### src/rtl/freq_profile_seq_if.sv
// Host-side step-table write port of freq_profile_seq.
// The master modport is the register bank and the slave modport is the sequencer.
interface freq_profile_seq_if #(
  parameter int unsigned AW = 3
);
  logic          I_wr_en;
  logic [AW-1:0] I_wr_addr;
  logic [31:0]   I_wr_freq;
  logic [31:0]   I_wr_pha;
  logic [15:0]   I_wr_dwell;
  logic [15:0]   I_wr_pulses;
  logic          I_wr_limited;
  logic          O_wr_err;

  modport master (
    output I_wr_en, I_wr_addr, I_wr_freq, I_wr_pha,
    output I_wr_dwell, I_wr_pulses, I_wr_limited,
    input  O_wr_err
  );

  modport slave (
    input  I_wr_en, I_wr_addr, I_wr_freq, I_wr_pha,
    input  I_wr_dwell, I_wr_pulses, I_wr_limited,
    output O_wr_err
  );
endinterface

### src/rtl/freq_profile_seq.sv
// Speed-profile sequencer for one freq tachometer channel: steps through a table of speed steps.
// Optional FREQ_SEQ_TIMEOUT_EN: limited steps with nonzero dwell time out and advance.
module freq_profile_seq #(
  parameter int unsigned DEPTH     = 8,
  parameter int unsigned AW        = 3,
  parameter int unsigned LOAD_HOLD = 4,
  parameter int unsigned TICK_DIV  = 25000
) (
  input  logic                I_clk,
  input  logic                I_reset_n,
  freq_profile_seq_if.slave   wr,
  input  logic [AW-1:0]       I_last_idx,
  input  logic                I_loop,
  input  logic [31:0]         I_init_pulse,
  input  logic                I_start,
  input  logic                I_stop,
  input  logic                I_finished,
  output logic [31:0]         O_freq,
  output logic [31:0]         O_pha,
  output logic [15:0]         O_pluse_number,
  output logic                O_limited_Pluse,
  output logic [31:0]         O_init_pulse,
  output logic [1:0]          O_load,
  output logic                O_stat,
  output logic                O_busy,
  output logic                O_done,
  output logic                O_timeout,
  output logic [AW-1:0]       O_step_idx
);

  localparam int unsigned HW = $clog2(LOAD_HOLD + 1);
  localparam int unsigned TW = $clog2(TICK_DIV + 1);
  localparam logic [HW-1:0] HOLD_LAST = HW'(LOAD_HOLD - 1);
  localparam logic [TW-1:0] TICK_LAST = TW'(TICK_DIV - 1);

  typedef enum logic [2:0] {
    S_IDLE,
    S_LOAD,
    S_GAP,
    S_DWELL,
    S_NEXT,
    S_DONE
  } state_t;

  state_t        state;
  logic [HW-1:0] hold_cnt;
  logic [TW-1:0] tick_cnt;
  logic [15:0]   dwell_cnt;
  logic [15:0]   cur_dwell;
  logic          armed;
  logic          timeout_q;
  logic          wr_err_q;

  logic [31:0] t_freq   [DEPTH];
  logic [31:0] t_pha    [DEPTH];
  logic [15:0] t_dwell  [DEPTH];
  logic [15:0] t_pulses [DEPTH];
  logic        t_lim    [DEPTH];

  logic          at_last;
  logic          start_ok;
  logic          next_go;
  logic          ld_en;
  logic          dwell_hit;
  logic [AW-1:0] nxt_idx;
  logic [AW-1:0] ld_idx;

  assign wr.O_wr_err = wr_err_q;
  assign O_timeout   = timeout_q;

  // Table has no reset; writes only land while no sequence is running.
  always_ff @(posedge I_clk) begin
    if (wr.I_wr_en && !O_busy) begin
      t_freq[wr.I_wr_addr]   <= wr.I_wr_freq;
      t_pha[wr.I_wr_addr]    <= wr.I_wr_pha;
      t_dwell[wr.I_wr_addr]  <= wr.I_wr_dwell;
      t_pulses[wr.I_wr_addr] <= wr.I_wr_pulses;
      t_lim[wr.I_wr_addr]    <= wr.I_wr_limited;
    end
  end

  always_comb begin
    at_last   = (O_step_idx == I_last_idx);
    nxt_idx   = at_last ? '0 : O_step_idx + 1'b1;
    start_ok  = I_start && ((state == S_IDLE) || (state == S_DONE));
    next_go   = (state == S_NEXT) && (!at_last || I_loop);
    ld_en     = !I_stop && (start_ok || next_go);
    ld_idx    = (state == S_NEXT) ? nxt_idx : '0;
    dwell_hit = (cur_dwell != '0) && (tick_cnt == TICK_LAST) &&
                (dwell_cnt == cur_dwell - 16'd1);
  end

  always_ff @(posedge I_clk or negedge I_reset_n) begin
    if (!I_reset_n) begin
      state           <= S_IDLE;
      hold_cnt        <= '0;
      tick_cnt        <= '0;
      dwell_cnt       <= '0;
      cur_dwell       <= '0;
      armed           <= 1'b0;
      timeout_q       <= 1'b0;
      wr_err_q        <= 1'b0;
      O_freq          <= '0;
      O_pha           <= '0;
      O_pluse_number  <= '0;
      O_limited_Pluse <= 1'b0;
      O_init_pulse    <= '0;
      O_load          <= '0;
      O_stat          <= 1'b0;
      O_busy          <= 1'b0;
      O_done          <= 1'b0;
      O_step_idx      <= '0;
    end else begin
      wr_err_q <= wr.I_wr_en && O_busy;
      if (I_stop) begin
        O_stat <= 1'b0;
        O_load <= '0;
        O_busy <= 1'b0;
        state  <= S_IDLE;
      end else begin
        case (state)
          S_IDLE, S_DONE: begin
            if (I_start) begin
              O_step_idx   <= '0;
              O_stat       <= 1'b1;
              O_busy       <= 1'b1;
              O_done       <= 1'b0;
              timeout_q    <= 1'b0;
              O_init_pulse <= I_init_pulse;
              O_load       <= 2'b11;
              hold_cnt     <= '0;
              state        <= S_LOAD;
            end
          end
          S_LOAD: begin
            if (hold_cnt == HOLD_LAST) begin
              O_load   <= '0;
              hold_cnt <= '0;
              state    <= S_GAP;
            end else begin
              hold_cnt <= hold_cnt + 1'b1;
            end
          end
          S_GAP: begin
            if (hold_cnt == HOLD_LAST) begin
              hold_cnt  <= '0;
              tick_cnt  <= '0;
              dwell_cnt <= '0;
              armed     <= 1'b0;
              state     <= S_DWELL;
            end else begin
              hold_cnt <= hold_cnt + 1'b1;
            end
          end
          S_DWELL: begin
            if (tick_cnt == TICK_LAST) begin
              tick_cnt <= '0;
              if (dwell_cnt != '1) dwell_cnt <= dwell_cnt + 16'd1;
            end else begin
              tick_cnt <= tick_cnt + 1'b1;
            end
            // A stale-high finished flag from the previous step must drop before it counts.
            if (!O_limited_Pluse) begin
              if (cur_dwell == '0 || dwell_hit) state <= S_NEXT;
            end else if (armed && I_finished) begin
              state <= S_NEXT;
`ifdef FREQ_SEQ_TIMEOUT_EN
            end else if (dwell_hit) begin
              timeout_q <= 1'b1;
              state     <= S_NEXT;
`endif
            end else if (!I_finished) begin
              armed <= 1'b1;
            end
          end
          S_NEXT: begin
            if (!at_last || I_loop) begin
              O_step_idx <= nxt_idx;
              O_load     <= 2'b01;
              hold_cnt   <= '0;
              state      <= S_LOAD;
            end else begin
              O_done <= 1'b1;
              O_busy <= 1'b0;
              state  <= S_DONE;
            end
          end
          default: state <= S_IDLE;
        endcase
        if (ld_en) begin
          O_freq          <= t_freq[ld_idx];
          O_pha           <= t_pha[ld_idx];
          O_pluse_number  <= t_pulses[ld_idx];
          O_limited_Pluse <= t_lim[ld_idx];
          cur_dwell       <= t_dwell[ld_idx];
        end
      end
    end
  end

endmodule
### src/flat_wrapper.sv
// flat-port wrapper written by rule: the top's interface ports become plain ports
module freq_profile_seq_flat 
#(
  parameter int unsigned DEPTH     = 8,
  parameter int unsigned AW        = 3,
  parameter int unsigned LOAD_HOLD = 4,
  parameter int unsigned TICK_DIV  = 25000
)
  (I_clk, I_reset_n, I_last_idx, I_loop, I_init_pulse, I_start, I_stop, I_finished, O_freq, O_pha, O_pluse_number, O_limited_Pluse, O_init_pulse, O_load, O_stat, O_busy, O_done, O_timeout, O_step_idx, wr_I_wr_en, wr_I_wr_addr, wr_I_wr_freq, wr_I_wr_pha, wr_I_wr_dwell, wr_I_wr_pulses, wr_I_wr_limited, wr_O_wr_err);
  freq_profile_seq_if #(.AW(AW)) wr_i ();
  input  logic I_clk;
  input  logic I_reset_n;
  input  logic [AW-1:0] I_last_idx;
  input  logic I_loop;
  input  logic [31:0] I_init_pulse;
  input  logic I_start;
  input  logic I_stop;
  input  logic I_finished;
  output logic [31:0] O_freq;
  output logic [31:0] O_pha;
  output logic [15:0] O_pluse_number;
  output logic O_limited_Pluse;
  output logic [31:0] O_init_pulse;
  output logic [1:0] O_load;
  output logic O_stat;
  output logic O_busy;
  output logic O_done;
  output logic O_timeout;
  output logic [AW-1:0] O_step_idx;
  input wire logic [$bits(wr_i.I_wr_en)-1:0] wr_I_wr_en;
  input wire logic [$bits(wr_i.I_wr_addr)-1:0] wr_I_wr_addr;
  input wire logic [$bits(wr_i.I_wr_freq)-1:0] wr_I_wr_freq;
  input wire logic [$bits(wr_i.I_wr_pha)-1:0] wr_I_wr_pha;
  input wire logic [$bits(wr_i.I_wr_dwell)-1:0] wr_I_wr_dwell;
  input wire logic [$bits(wr_i.I_wr_pulses)-1:0] wr_I_wr_pulses;
  input wire logic [$bits(wr_i.I_wr_limited)-1:0] wr_I_wr_limited;
  output wire logic [$bits(wr_i.O_wr_err)-1:0] wr_O_wr_err;
  assign wr_i.I_wr_en = wr_I_wr_en;
  assign wr_i.I_wr_addr = wr_I_wr_addr;
  assign wr_i.I_wr_freq = wr_I_wr_freq;
  assign wr_i.I_wr_pha = wr_I_wr_pha;
  assign wr_i.I_wr_dwell = wr_I_wr_dwell;
  assign wr_i.I_wr_pulses = wr_I_wr_pulses;
  assign wr_i.I_wr_limited = wr_I_wr_limited;
  assign wr_O_wr_err = wr_i.O_wr_err;
  freq_profile_seq #(.DEPTH(DEPTH), .AW(AW), .LOAD_HOLD(LOAD_HOLD), .TICK_DIV(TICK_DIV)) u_core (.I_clk(I_clk), .I_reset_n(I_reset_n), .wr(wr_i), .I_last_idx(I_last_idx), .I_loop(I_loop), .I_init_pulse(I_init_pulse), .I_start(I_start), .I_stop(I_stop), .I_finished(I_finished), .O_freq(O_freq), .O_pha(O_pha), .O_pluse_number(O_pluse_number), .O_limited_Pluse(O_limited_Pluse), .O_init_pulse(O_init_pulse), .O_load(O_load), .O_stat(O_stat), .O_busy(O_busy), .O_done(O_done), .O_timeout(O_timeout), .O_step_idx(O_step_idx));
endmodule
### config.mk
export PLATFORM = sky130hd
export DESIGN_NAME = freq_profile_seq_flat
export DESIGN_NICKNAME = d
export VERILOG_FILES = /design/src/rtl/freq_profile_seq_if.sv /design/src/rtl/freq_profile_seq.sv /design/src/flat_wrapper.sv
export SDC_FILE = /design/constraint.sdc
export NUM_CORES = 1
export LEC_CHECK = 0
export CAP_MARGIN = 0
export CORE_MARGIN = 3
export CORE_UTILIZATION = 60
export DETAILED_ROUTE_END_ITERATION = 10
export PLACE_DENSITY = 0.81
export SYNTH_ARGS = -nofsm -noshare
export SYNTH_HDL_FRONTEND = slang
export SYNTH_SLANG_ARGS = --single-unit
### constraint.sdc
create_clock -name I_clk -period 13.55 [get_ports I_clk]
set_clock_uncertainty 0.05 [all_clocks]
set_input_delay 1.355 -clock I_clk [delete_from_list [all_inputs] [get_ports I_clk]]
set_output_delay 1.355 -clock I_clk [all_outputs]
set_load 0.05 [all_outputs]
Word level (Yosys, flattened, before mapping) --
Memory sizes are Yosys's and may differ from the RTL's. A register that Yosys moved wholly into a read port is not among the register bits. Cells that the tools add are included.
Storage, ports and cells: flip-flop bits (word level) 79, RAM bits 776, logic and storage cells 138, input port bits 142, memories 5, output and inout port bits 123
Memories:
- u_core.t_freq | depth 8, width 32, rd ports 1, clocked after memory_dff 1, write ports 1, RTL line freq_profile_seq.sv:54 | logic [31:0] t_freq [DEPTH];
- u_core.t_pha | depth 8, width 32, rd ports 1, clocked after memory_dff 1, write ports 1, RTL line freq_profile_seq.sv:55 | logic [31:0] t_pha [DEPTH];
- u_core.t_dwell | depth 8, width 16, rd ports 1, clocked after memory_dff 1, write ports 1, RTL line freq_profile_seq.sv:56 | logic [15:0] t_dwell [DEPTH];
- u_core.t_pulses | depth 8, width 16, rd ports 1, clocked after memory_dff 1, write ports 1, RTL line freq_profile_seq.sv:57 | logic [15:0] t_pulses [DEPTH];
- u_core.t_lim | depth 8, width 1, rd ports 1, clocked after memory_dff 1, write ports 1, RTL line freq_profile_seq.sv:58 | logic t_lim [DEPTH];
Cells by class: add/sub/neg operators 5, multiplexer cells 45, reduce and logical (&&, ||, !) cells 44, bitwise operators 1, eq/ne operators 26
Operators with widths (count):
- two-way mux 16 bit | 3
- two-way mux 3 bit | 14
- one-hot mux 16 bit (2 select lines) | 1
- two-way mux 15 bit | 2
- one-hot mux 15 bit (2 select lines) | 1
- adder 16 x 1 -> 16 bit, second input constant | 1
- equality test 16 bit | 1
- zero test 16 bit | 1
- inequality test 16 bit, second input constant | 1
- AND reduction 4 bit | 4
- nonzero test 16 bit | 1
- subtractor 16 x 1 -> 16 bit, second input constant | 1
- adder 15 x 1 -> 15 bit, second input constant | 1
- equality test 15 bit, second input constant | 1
- one-hot mux 3 bit (5 select lines) | 1
- two-way mux 1 bit | 13
- inequality test 2 bit, second input constant | 5
- AND reduction 5 bit | 2
- equality test 3 x 2 -> 1 bit, second input constant | 3
- inequality test 3 bit, second input constant | 3
- one-hot mux 3 bit (3 select lines) | 1
- AND reduction 3 bit | 3
- logical AND 1 bit | 8
- zero test 1 bit | 8
- other kinds (21) | 41

Logic depth before layout (Yosys ltp) --
word-level depth 8, gate-level depth with buffers 11, mapped depth without buffers 9

Least setup slack after synthesis --
No wires, ideal clock.
path kind input to register, from input port wr_I_wr_addr[1], to memory u_core.t_dwell[0][0] (enable), library setup time 0.673 ns, arrival 8.431 ns, stages 2, data required time 12.827 ns, setup slack 4.396 ns, buffers on the path 0, cells stage by stage or3b_2 nor3_1
RTL lines:
- start, declared | RTL line flat_wrapper.sv:31 | input wire logic [$bits(wr_i.I_wr_addr)-1:0] wr_I_wr_addr;
- end, declared | RTL line freq_profile_seq.sv:56
No word-level cell before the write port.

Final worst setup path --
from register u_core.state[2], to register u_core.O_freq[23] (read register of u_core.t_freq)
On the way: cells in the longest elaborated chain, start to end 6, elaborated cells between the ends (all ways) 10, classes of those cells eq/ne (2); mux (1); reduce/logical (7)
Ends and longest elaborated chain:
- start, declared | RTL line freq_profile_seq.sv:45 | state_t state;
- start signal, assigned | RTL line freq_profile_seq.sv:95 | state <= S_IDLE;
- start signal, assigned | RTL line freq_profile_seq.sv:119 | state <= S_IDLE;
- start signal, assigned | RTL line freq_profile_seq.sv:132 | state <= S_LOAD;
- equality test 3 bit or zero test 3 bit (tied branches) | RTL line freq_profile_seq.sv:85 | start_ok = I_start && ((state == S_IDLE) || (state == S_DONE));
- logical OR 1 bit | RTL line freq_profile_seq.sv:85
- logical AND 1 bit | RTL line freq_profile_seq.sv:85
- logical OR 1 bit | RTL line freq_profile_seq.sv:87 | ld_en = !I_stop && (start_ok || next_go);
- logical AND 1 bit | RTL line freq_profile_seq.sv:87
- AND reduction 2 bit (no line)
- end, declared | RTL line freq_profile_seq.sv:18 | output logic [31:0] O_freq,
Several ways; a longest one is shown, not always the timed one. A chain may end at the register's enable or synchronous reset.

==> run metrics <==
most frequent cell after synthesis=edfxtp_1; gpl congestion=0.831; CTS Hold Bufs=0; internal power=0.00552 W; drt total wl=86.8 mm; IO Port Bufs=263; 1st-iter DRT viols=around 2400; min Tclk post-route=4.99 ns; syn_area_per_cell=16.4 um^2; worst slew pin tran=between 1 and 1.5 ns; die area=0.0641 mm^2; area leader, netlist=edfxtp_1; P&R area growth vs syn=17.5%; clk sinks=roughly 950; crit path capture=u_core.O_freq[23]; slew margin rel.=0.691%; Final Util=slightly above 70%; sw power=0.00238 W; Vert. Die Dim=253 um; Hold Crit Depth=2; CTS tree=yes; global-route wire length before repair=132 mm; number of nets with antenna violations after routing=0; clock-pin slew on the worst setup and hold paths=0.07 ns; Die X=253 um; core area=0.0597 mm^2; Leak Pwr=~14 nW; Achievable Freq=approximately 200 MHz; vias post-DR=22000; post-CTS resize count=0; switching part of the total=30.1%; layout cells sized above 1=9.08%; Peak VDD IR=approximately 0.14 mV; Distinct cells, synth=59; Final period util=36.8%; total grt overflow=0; Cells after Synth=2234; final instance area=about 0.043 mm^2; GRT Overall Usage=27.2%; Root Buffer=clkbuf_16; htree depth=3; Max Slew Vio Count=0; clk buf depth=3; commonest cells in the synthesized netlist=edfxtp_1 (776), a211oi_1 (196), dfrtp_1 (176); DRC viols=0; Num CTS Buffers=92; Synth area leaders=edfxtp_1 (64%), dfrtp_1 (12%), a211oi_1 (4.0%); Cell Area, Synth=0.0367 mm^2; crit path from=u_core.state[2]; # rows=between 80 and 90; ys async rst share=18.5%; WP data required=14.03 ns; RSZ-0062 raised after global routing=no; Fill cells=3492; Final Net Count=roughly 2600; IO Count=265; critical path peak fanout=84; largest net degree at the start of global routing=235; Setup TNS=0 ns; crit path launch type=flip-flop; share of power burned in registers=46.3%; Arrival @ worst endpoint=5.46 ns; top cell type's share of synthesized area=between 60% and 70%; DR WL/cell=26.2 um; DR vias/cell=6.62; drt pass-1 iters=6; Yosys reg bits=952; Seq/Total Area, Yosys=75.6%; final hold viol count=0; r2r setup slk=around 8.6 ns; Final setup viols=0; hpwl dp=44.6 mm; syn_nets=2382; critical path class=flip-flop to flip-flop; pwr dens=184 mW/mm^2; Max Cap Violations=0; run status=finished clean; Ys Warns=0; Comb pwr share=21.3%; Area after DPL=0.0400 mm^2; final hold slack=roughly 0.44 ns; initial antenna violation count=12; number of flops mapped to enable cells by yosys=776; vias in the first global route=about 22000; R2R Path End=u_core.O_freq[23]; clk_lat worst skew=0.65 ns; Setup Buffers After CTS=0; Tightest Hold Check Type=flip-flop to flip-flop; r2r worst-path depth=8; initial core utilization=61.4%; ys flop type=edfxtp_1; worst r2r src=u_core.state[2]; CP endpoint kind=flip-flop; Clk pwr share=32.4%
## logic make-up after synthesis
family	share of synthesized area (%)
flops	75.6
compound gates	13.1
simple gates	4.22
buf+inv	1.95
mux	3.80
xor+xnor	1.17
fa+ha+maj	0.205
other cells	0.0102
## area by class of cell
class                      count  area [um^2]  area share (%)
clock buffer                 141         2700            6.26
clock inverter                32          372           0.863
sequential                   952        27700            64.4
inverter                      12         45.0           0.105
tap                          773          967            2.25
timing repair buffer         295         2910            6.77
multi-input combinational   1102         8330            19.3
antenna                       10         25.0          0.0581
## routing by layer
| metal | wire, um | track usage, % |
|---|---|---|
| met1 | 33200 | 36.0 |
| met2 | 43300 | 45.1 |
| met3 | 7550 | 5.52 |
| met4 | 2700 | 10.2 |
| met5 | 57 | 0 |
## critical path, cell delays in order (launching register included)
cell and delay [ns]:
dfrtp_1 0.69, nor3b_1 0.66, o31a_1 0.41, nor2b_4 0.45, buf_4 0.81, buf_4 0.93
mux2i_1 0.30, a211oi_1 0.11, a221o_1 0.34
## layout by cell type (no fill, tap or decap), types with 11 or more instances in the layout
cell type,netlist,final
and2_1,102,102
nand2_1,30,29
clkbuf_16,0,93
buf_4,3,29
o21ai_0,115,115
clkbuf_1,134,29
nand3_1,21,21
a211oi_1,196,196
xnor2_1,20,20
mux2_2,33,33
o22ai_1,98,98
xor2_1,29,29
clkbuf_8,0,20
mux2i_1,102,102
nand4_1,13,13
a221o_1,97,97
dfrtp_1,176,175
clkinv_2,0,11
edfxtp_1,776,776
clkdlybuf4s50_1,0,262
o221ai_1,97,97
inv_1,12,12
nor2_1,44,37
## power by group through the flow
stage / clock network, W / logic (W) / registers [W]
after global routing: 0.00270 / 0.00176 / 0.00368
after global placement: 0 / 0.00165 / 0.00369
after detailed placement: 0 / 0.00168 / 0.00370
final: 0.00256 / 0.00169 / 0.00366
after CTS: 0.00258 / 0.00169 / 0.00365
after floorplan: 0 / 0.000486 / 0.00424
## registers in the layout, summed over array words and instances (netlist names), 15 cells and up
register	count
u_core.t_freq	256
u_core.t_pha	256
u_core.t_dwell	128
u_core.t_pulses	128
u_core.O_freq	32
u_core.O_init_pulse	32
u_core.O_pha	32
u_core.O_pluse_number	16
u_core.cur_dwell	16
u_core.dwell_cnt	16
u_core.tick_cnt	15
## through the flow
stage / power [W] / setup slack, ns / std cells
global route: 0.00814 / 8.39 / 3311
detailed placement: 0.00538 / 8.02 / 3134
floorplan: 0.00473 / 4.40 / 2234
global placement: 0.00534 / 8.14 / 3134
finish: 0.00790 / 8.56 / 3317
CTS: 0.00793 / 8.67 / 3307
## worst min-delay path by stage
stage	start	end	slack, ns
global route	u_core.O_init_pulse[25]	u_core.O_init_pulse[25]	0.47
detailed placement	u_core.O_load[1]	u_core.O_load[1]	0.42
finish	u_core.O_load[1]	u_core.O_load[1]	0.44
global placement	u_core.hold_cnt[2]	u_core.hold_cnt[2]	0.42
CTS	u_core.O_load[1]	u_core.O_load[1]	0.44
floorplan	u_core.tick_cnt[12]	u_core.tick_cnt[12]	0.40
Note: power is estimated with default switching activity, not from simulation.
